## config.mk

```make
export PLATFORM = sky130hd
export DESIGN_NAME = control_unit
export DESIGN_NICKNAME = d
export VERILOG_FILES = /design/src/rtl/control_unit.sv
export SDC_FILE = /design/constraint.sdc
export NUM_CORES = 1
export LEC_CHECK = 0
export ABC_CLOCK_PERIOD_IN_PS = 4920
export CAP_MARGIN = 15
export CELL_PAD_IN_SITES_DETAIL_PLACEMENT = 0
export CELL_PAD_IN_SITES_GLOBAL_PLACEMENT = 1
export CORE_ASPECT_RATIO = 0.6
export CORE_UTILIZATION = 31
export DETAILED_ROUTE_END_ITERATION = 10
export PLACE_DENSITY_LB_ADDON = 0.25
export RECOVER_POWER = 25
export SKIP_CTS_REPAIR_TIMING = 1
export SLEW_MARGIN = 20
export SYNTH_ARGS = -nofsm -noshare
export SYNTH_HDL_FRONTEND = slang
export SYNTH_SLANG_ARGS = --single-unit
```

## constraint.sdc

```tcl
create_clock -name clk -period 4.92 [get_ports clk]
set_input_delay 0.738 -clock clk [delete_from_list [all_inputs] [get_ports clk]]
set_output_delay 0.738 -clock clk [all_outputs]
set_load 0.01 [all_outputs]
```

## src/rtl/control_unit.sv

```systemverilog
// control_unit: multi-cycle Moore controller for the fetch/decode/execute loop.
// Outputs come from registers loaded with the decode of the next state. The one
// exception is the branch-taken term, which combines the registered "in BRANCH_ST"
// bit with the live datapath flags. The controller keeps no flag copies of its own.
module control_unit #(
  parameter int CNT_W = 16
) (
  input  logic             clk,
  input  logic             rst_n,
  input  logic [4:0]       decoded_instruction,
  input  logic             zero,
  input  logic             neg,
  input  logic             unsigned_overflow,
  input  logic             signed_overflow,
  output logic             branch,
  output logic             pc_enable,
  output logic             ir_enable,
  output logic             addr_sel,
  output logic             c_sel,
  output logic             white_reg_enable,
  output logic [1:0]       operation,
  output logic             ram_write_enable,
  output logic             halted,
  output logic [CNT_W-1:0] instr_count
);

  typedef enum logic [3:0] {
    S_RESET, S_FETCH, S_DECODE, S_LOAD, S_STORE, S_MOVE, S_ALU, S_BRANCH, S_HALT
  } state_t;

  state_t           state_q, state_d;
  logic [4:0]       cond_q, cond_d;
  logic [CNT_W-1:0] cnt_q, cnt_d;
  logic             pc_en_q, pc_en_d;
  logic             ir_en_q, ir_en_d;
  logic             addr_q, addr_d;
  logic             csel_q, csel_d;
  logic             wre_q, wre_d;
  logic [1:0]       op_q, op_d;
  logic             rwe_q, rwe_d;
  logic             halted_q, halted_d;
  logic             br_st_q, br_st_d;
  logic             taken;

  // Next-state dispatch, then Moore output decode of the state being entered.
  always_comb begin
    state_d  = state_q;
    cond_d   = cond_q;
    cnt_d    = cnt_q;
    pc_en_d  = 1'b0;
    ir_en_d  = 1'b0;
    addr_d   = 1'b0;
    csel_d   = 1'b0;
    wre_d    = 1'b0;
    op_d     = 2'b00;
    rwe_d    = 1'b0;
    halted_d = 1'b0;
    br_st_d  = 1'b0;

    case (state_q)
      S_RESET:  state_d = S_FETCH;
      S_FETCH:  state_d = S_DECODE;
      S_DECODE: begin
        // Keep the opcode so the branch condition is still known in BRANCH_ST.
        cond_d = decoded_instruction;
        case (decoded_instruction)
          5'd1:                                  state_d = S_LOAD;
          5'd2:                                  state_d = S_STORE;
          5'd3:                                  state_d = S_MOVE;
          5'd4, 5'd5, 5'd6, 5'd7:                state_d = S_ALU;
          5'd8, 5'd9, 5'd10, 5'd11, 5'd12,
          5'd13, 5'd14, 5'd15, 5'd16:            state_d = S_BRANCH;
          5'd31:                                 state_d = S_HALT;
          default:                               state_d = S_FETCH;
        endcase
      end
      S_HALT:   state_d = S_HALT;
      default:  state_d = S_FETCH;
    endcase

    case (state_d)
      S_FETCH: begin
        pc_en_d = 1'b1;
        ir_en_d = 1'b1;
        cnt_d   = cnt_q + CNT_W'(1);
      end
      S_LOAD: begin
        addr_d = 1'b1;
        csel_d = 1'b1;
        wre_d  = 1'b1;
      end
      S_STORE: begin
        addr_d = 1'b1;
        rwe_d  = 1'b1;
      end
      S_MOVE: begin
        op_d  = 2'b11;
        wre_d = 1'b1;
      end
      S_ALU: begin
        // Opcodes 4..7 map onto ALU ops 00..11 through their low two bits.
        op_d  = decoded_instruction[1:0];
        wre_d = 1'b1;
      end
      S_BRANCH: br_st_d  = 1'b1;
      S_HALT:   halted_d = 1'b1;
      default:  ;
    endcase
  end

  // State, counter and output registers; reset clears them all, which gives RESET all-zero outputs.
  always_ff @(posedge clk or negedge rst_n) begin
    if (!rst_n) begin
      state_q  <= S_RESET;
      cond_q   <= 5'd0;
      cnt_q    <= '0;
      pc_en_q  <= 1'b0;
      ir_en_q  <= 1'b0;
      addr_q   <= 1'b0;
      csel_q   <= 1'b0;
      wre_q    <= 1'b0;
      op_q     <= 2'b00;
      rwe_q    <= 1'b0;
      halted_q <= 1'b0;
      br_st_q  <= 1'b0;
    end else begin
      state_q  <= state_d;
      cond_q   <= cond_d;
      cnt_q    <= cnt_d;
      pc_en_q  <= pc_en_d;
      ir_en_q  <= ir_en_d;
      addr_q   <= addr_d;
      csel_q   <= csel_d;
      wre_q    <= wre_d;
      op_q     <= op_d;
      rwe_q    <= rwe_d;
      halted_q <= halted_d;
      br_st_q  <= br_st_d;
    end
  end

  // Branch condition evaluated against the live registered flags from the datapath.
  always_comb begin
    taken = 1'b0;
    case (cond_q)
      5'd8:    taken = 1'b1;
      5'd9:    taken = zero;
      5'd10:   taken = ~zero;
      5'd11:   taken = neg;
      5'd12:   taken = ~neg;
      5'd13:   taken = signed_overflow;
      5'd14:   taken = ~signed_overflow;
      5'd15:   taken = unsigned_overflow;
      5'd16:   taken = ~unsigned_overflow;
      default: taken = 1'b0;
    endcase
  end

  assign branch           = br_st_q & taken;
  assign pc_enable        = pc_en_q | branch;
  assign addr_sel         = addr_q | branch;
  assign ir_enable        = ir_en_q;
  assign c_sel            = csel_q;
  assign white_reg_enable = wre_q;
  assign operation        = op_q;
  assign ram_write_enable = rwe_q;
  assign halted           = halted_q;
  assign instr_count      = cnt_q;

endmodule
```

# After elaboration in Yosys (flattened, before gate mapping)
# Memory sizes are Yosys's and may differ from the RTL's.
# Cells that the tools add are included.
# classes
addsub	1
n_mul	0
div_mod_pow	0
n_lt_le_gt_ge	0
n_eq_ne	19
shifts	0
muxes	10
bitwise	7
reduce_logical	2
# op_table
operator	n
equality test 5 x 4 -> 1 bit, second input constant	8
adder 16 x 1 -> 16 bit, second input constant	1
equality test 4 x 3 -> 1 bit, second input constant	4
one-hot mux 4 bit (3 select lines)	1
one-hot mux 1 bit (9 select lines)	1
equality test 4 x 1 -> 1 bit, second input constant	2
equality test 4 x 2 -> 1 bit, second input constant	2
equality test 4 bit, second input constant	2
two-way mux 1 bit	7
equality test 5 bit, second input constant	1
inverter 1 bit	4
one-hot mux 2 bit (2 select lines)	1
OR reduction 3 bit	1
OR 1 bit	2
OR reduction 2 bit	1
AND 1 bit	1
# totals
regBits	34
latch_bits	0
ram_bits	0
mem_bits_ro	128
output_inout_bits	26
n_memories	1
# mem_list
name	words	word_bits	read_ports	rd_ports_with_merged_regs	wr	line	rtl
(no name shown)	32	4	1	0	0	66	case (decoded_instruction)

# Logic depth before layout (Yosys ltp)
# depth
ltp_word	5
depth_mapped	7
depth_no_buf	6

# Worst setup path after synthesis
# No wires, ideal clock.
# synth_timing
path_type	input -> output
startpoint	input signed_overflow
endpoint	output addr_sel
t_arrival_ns	1.566
required_ns	4.182
slack_ns	2.616
stages	5
n_path_buf	0
cell_sequence	mux2_2 > o211ai_1 > o221ai_1 > a21oi_1 > nand2b_1
# synth_between
elab_chain_cells	4
# synth_rtl
element	line	rtl
start: declaration	14	input logic signed_overflow,
inverter 1 bit	152	5'd14: taken = ~signed_overflow;
one-hot mux 1 bit (9 select lines) *	145	case (cond_q)
AND 1 bit *	159	assign branch = br_st_q & taken;
OR 1 bit *	161	assign addr_sel = addr_q | branch;
end: declaration	18	output logic addr_sel,
# Every way passes the cells marked *; elsewhere a longest branch is shown, timed or not.

# Final worst setup path
# layout_timing
startpoint	input signed_overflow
endpoint	output pc_enable
# layout_between
elab_chain_cells	4
# layout_rtl
element	line	rtl
inverter 1 bit	152	
one-hot mux 1 bit (9 select lines) *	145	
AND 1 bit *	159	
OR 1 bit *	160	assign pc_enable = pc_en_q | branch;
end: declaration	16	output logic pc_enable,
# Marks and branches as above.

==> impl_metrics.json <==
{
  "critPathRequiredTime_ps": 4180,
  "htree_levels": 2,
  "violations": "max-capacitance violations, max-slew violations",
  "die_area_sq_mm": 0.00548,
  "clock_skew_ps": 7.22,
  "r2r-end": "operation[1]$_DFF_PN0_",
  "crit_buf_inv": 2,
  "rows": 19,
  "regToRegSetupSlack_ps": 2830,
  "synth_fp_nets": 160,
  "detail-route-antenna-nets": 0,
  "syn_avg_cell_area_sq_um": 10.8,
  "maxSlewViolCount": 35,
  "p_sw_share_pct": 35.1,
  "cp.depth": 7,
  "p_sw_uw": 384,
  "critPathMostFrequentCell": "clkdlybuf4s50_1",
  "p_int_uw": 709,
  "synth_area_leaders": "dfrtp_1 (53%), xnor2_1 (7.6%), mux2_2 (3.5%)",
  "start_util_pct": 33.6,
  "vias": 1221,
  "ys_warn_count": 0,
  "portBuffers": 36,
  "cts.sinks": 34,
  "clk_pin_slew_ps": 70,
  "wl_met2_mm": 1.42,
  "cts_buffer_depth": 2,
  "seqPwrFrac_pct": 40.3,
  "grt_pass1_wl_mm": 5.87,
  "power_density_mw_per_mm2": 510,
  "area_growth_pct": 33.6,
  "clk_latency_ps": 280,
  "rsz0062_at_grt": "false",
  "m1WireLength_mm": 1.96,
  "synth_edf_count": 0,
  "place_hpwl_mm": 2.56,
  "critPathLaunchType": "input pin",
  "r2r-start": "state_q[0]$_DFF_PN0_",
  "crit_family": "buffers and inverters",
  "slowest_stage": "clkdlybuf4s50_1",
  "clockPowerShare_pct": 22.9,
  "drt-pass1-iter-count": 4,
  "setup_viol": 0,
  "fin_crit_ps": 3280,
  "fp.coreArea_sq_mm": 0.00478,
  "cts-buffers-inserted": 5,
  "synth-seq-area-share_pct": 53.0,
  "critical_path.max_stage_delay_ps": 470,
  "ir_drop_mv": 0.197,
  "via_per_inst": 4.83,
  "cts_tree": "done",
  "root_buffer": "clkbuf_8",
  "crit_start": "signed_overflow",
  "timing.slew.headroom_pct": -25.0,
  "yosysMostFrequentCell": "dfrtp_1",
  "fin_crit_sh_pct": 66.6,
  "routed_wl_mm": 3.55,
  "critical_path_arrival_ps": 2540,
  "drive_above_1_share_pct": 8.42,
  "final_core_util_pct": 44.9,
  "antenna_found_initial": 0,
  "reg2regPathDepth": 4,
  "hp-class": "register to register",
  "grt_pass1_vias": 1167,
  "ys_async_sr_fraction_pct": 100,
  "synth.distinct_cells": 41,
  "crit_end": "pc_enable",
  "drc": 0,
  "worstMarginPinSlew_ps": 1870,
  "grt_max_degree": 35,
  "status": "finished with violations",
  "ios": 37,
  "routed.top_layer": "met4",
  "diodes": 0,
  "fmax_mhz": 305,
  "dieWidth_um": 94.9,
  "ys_top_cells_by_count": "dfrtp_1 (34), xnor2_1 (14), nand2_1 (9)",
  "place_congestion": 0.778,
  "syn_area_sq_mm": 0.00161,
  "crit_path_end_kind": "primary output",
  "routedWlPerCell_um": 14.0,
  "synth.top_cell.area_share_pct": 53.0,
  "critPathKind": "input pin to primary output",
  "cp_max_fo": 3,
  "power.leakage_nw": 0.926,
  "fp.dieH_um": 57.7,
  "finalHoldViolCount": 0,
  "synth-seq-cells": 34,
  "setup_tns_ps": 0,
  "globalRouteOverflowTotal": 0,
  "fin_nets": 201,
  "drtIter0Drc": 68,
  "cp_cell_sequence": "clkdlybuf4s50_1 -> mux2_2 -> o211ai_1 -> o221ai_1 -> a21oi_1 -> nand2b_1 -> clkdlybuf4s50_1",
  "wl_met3_um": 145,
  "synth_largest_area_cell": "dfrtp_1",
  "synthFlopType": "dfrtp_1",
  "grt_usage_pct": 14.3,
  "pwr-share-comb_pct": 36.8,
  "drv_cap": 1,
  "netlist_instances": 148
}
==> stage by stage <==
stage | area [sq um] | total power, mW | hold slack, ps | std cells | setup slack (ps)
6_report | 2140 | 1.09 | 488 | 253 | 1640
5_1_grt | 2140 | 1.17 | 512 | 253 | 1490
4_1_cts | 2150 | 1.10 | 486 | 253 | 1610
3_5_place_dp | 2040 | 0.850 | 474 | 245 | 1620
3_3_place_gp | 2040 | 0.838 | 460 | 245 | 1690
2_1_floorplan | 1610 | 0.676 | 442 | 148 | 2620
==> kinds of logic after synthesis <==
logic type	after synthesis	synth area share [%]
flops	34	53.0
xor+xnor	16	8.73
fa+ha+maj	1	0.779
mux	5	3.51
buf+inv	12	2.88
simple gates	60	22.3
compound gates	20	8.81
==> per-layer routing <==
layer	vias up	global-route usage, %
li1	606	-
met1	589	22.4
met2	21	19.1
met3	5	4.33
met4	0	3.25
met5	-	0
==> state kept, by name (all words and copies together) (netlist names) <==
signal            cells
instr_count          16
cond_q                5
state_q               4
operation             2
addr_q                1
br_st_q               1
c_sel                 1
halted                1
ir_enable             1
ram_write_enable      1
white_reg_enable      1
==> power by group through the flow <==
stage	registers [mW]	clock network [mW]	logic, mW
CTS	0.441	0.255	0.407
global placement	0.441	0	0.397
floorplan	0.445	0	0.231
global route	0.455	0.267	0.444
finish	0.440	0.250	0.402
detailed placement	0.445	0	0.405
==> cells in the final DEF (no fill, tap or decap), types with 2 or more instances in the layout <==
master,n
xnor2_1,14
mux2_2,5
nor3_1,4
o211ai_1,2
nand4b_1,2
a21oi_1,5
and2_1,6
inv_1,8
nor2_1,7
o311ai_1,2
clkdlybuf4s50_1,35
nand3_1,6
dfrtp_1,34
nand2b_1,4
xor2_1,2
and3_1,4
nand4_1,8
clkinv_2,2
nand2_1,9
a21boi_1,2
clkbuf_8,5
==> worst min path at each step <==
stage | to | slack, ps | depth (start not counted) | from
6_report | instr_count[15]$_DFFE_PN0P_ | 490 | 1 | instr_count[15]$_DFFE_PN0P_
5_1_grt | instr_count[15]$_DFFE_PN0P_ | 510 | 1 | instr_count[15]$_DFFE_PN0P_
2_1_floorplan | addr_q$_DFF_PN0_ | 440 | 0 | rst_n
3_3_place_gp | instr_count[15]$_DFFE_PN0P_ | 460 | 1 | instr_count[15]$_DFFE_PN0P_
3_5_place_dp | instr_count[15]$_DFFE_PN0P_ | 470 | 1 | instr_count[15]$_DFFE_PN0P_
4_1_cts | instr_count[15]$_DFFE_PN0P_ | 490 | 1 | instr_count[15]$_DFFE_PN0P_
==> final cells by class <==
type	instances	area, sq um
sequential	34	851
clock buffer	5	68.8
tap	63	78.8
clock inverter	3	40.0
multi-input combinational	102	708
fill	461	2630
timing repair buffer	37	364
inverter	9	33.8
(Power assumes the default switching activity.)
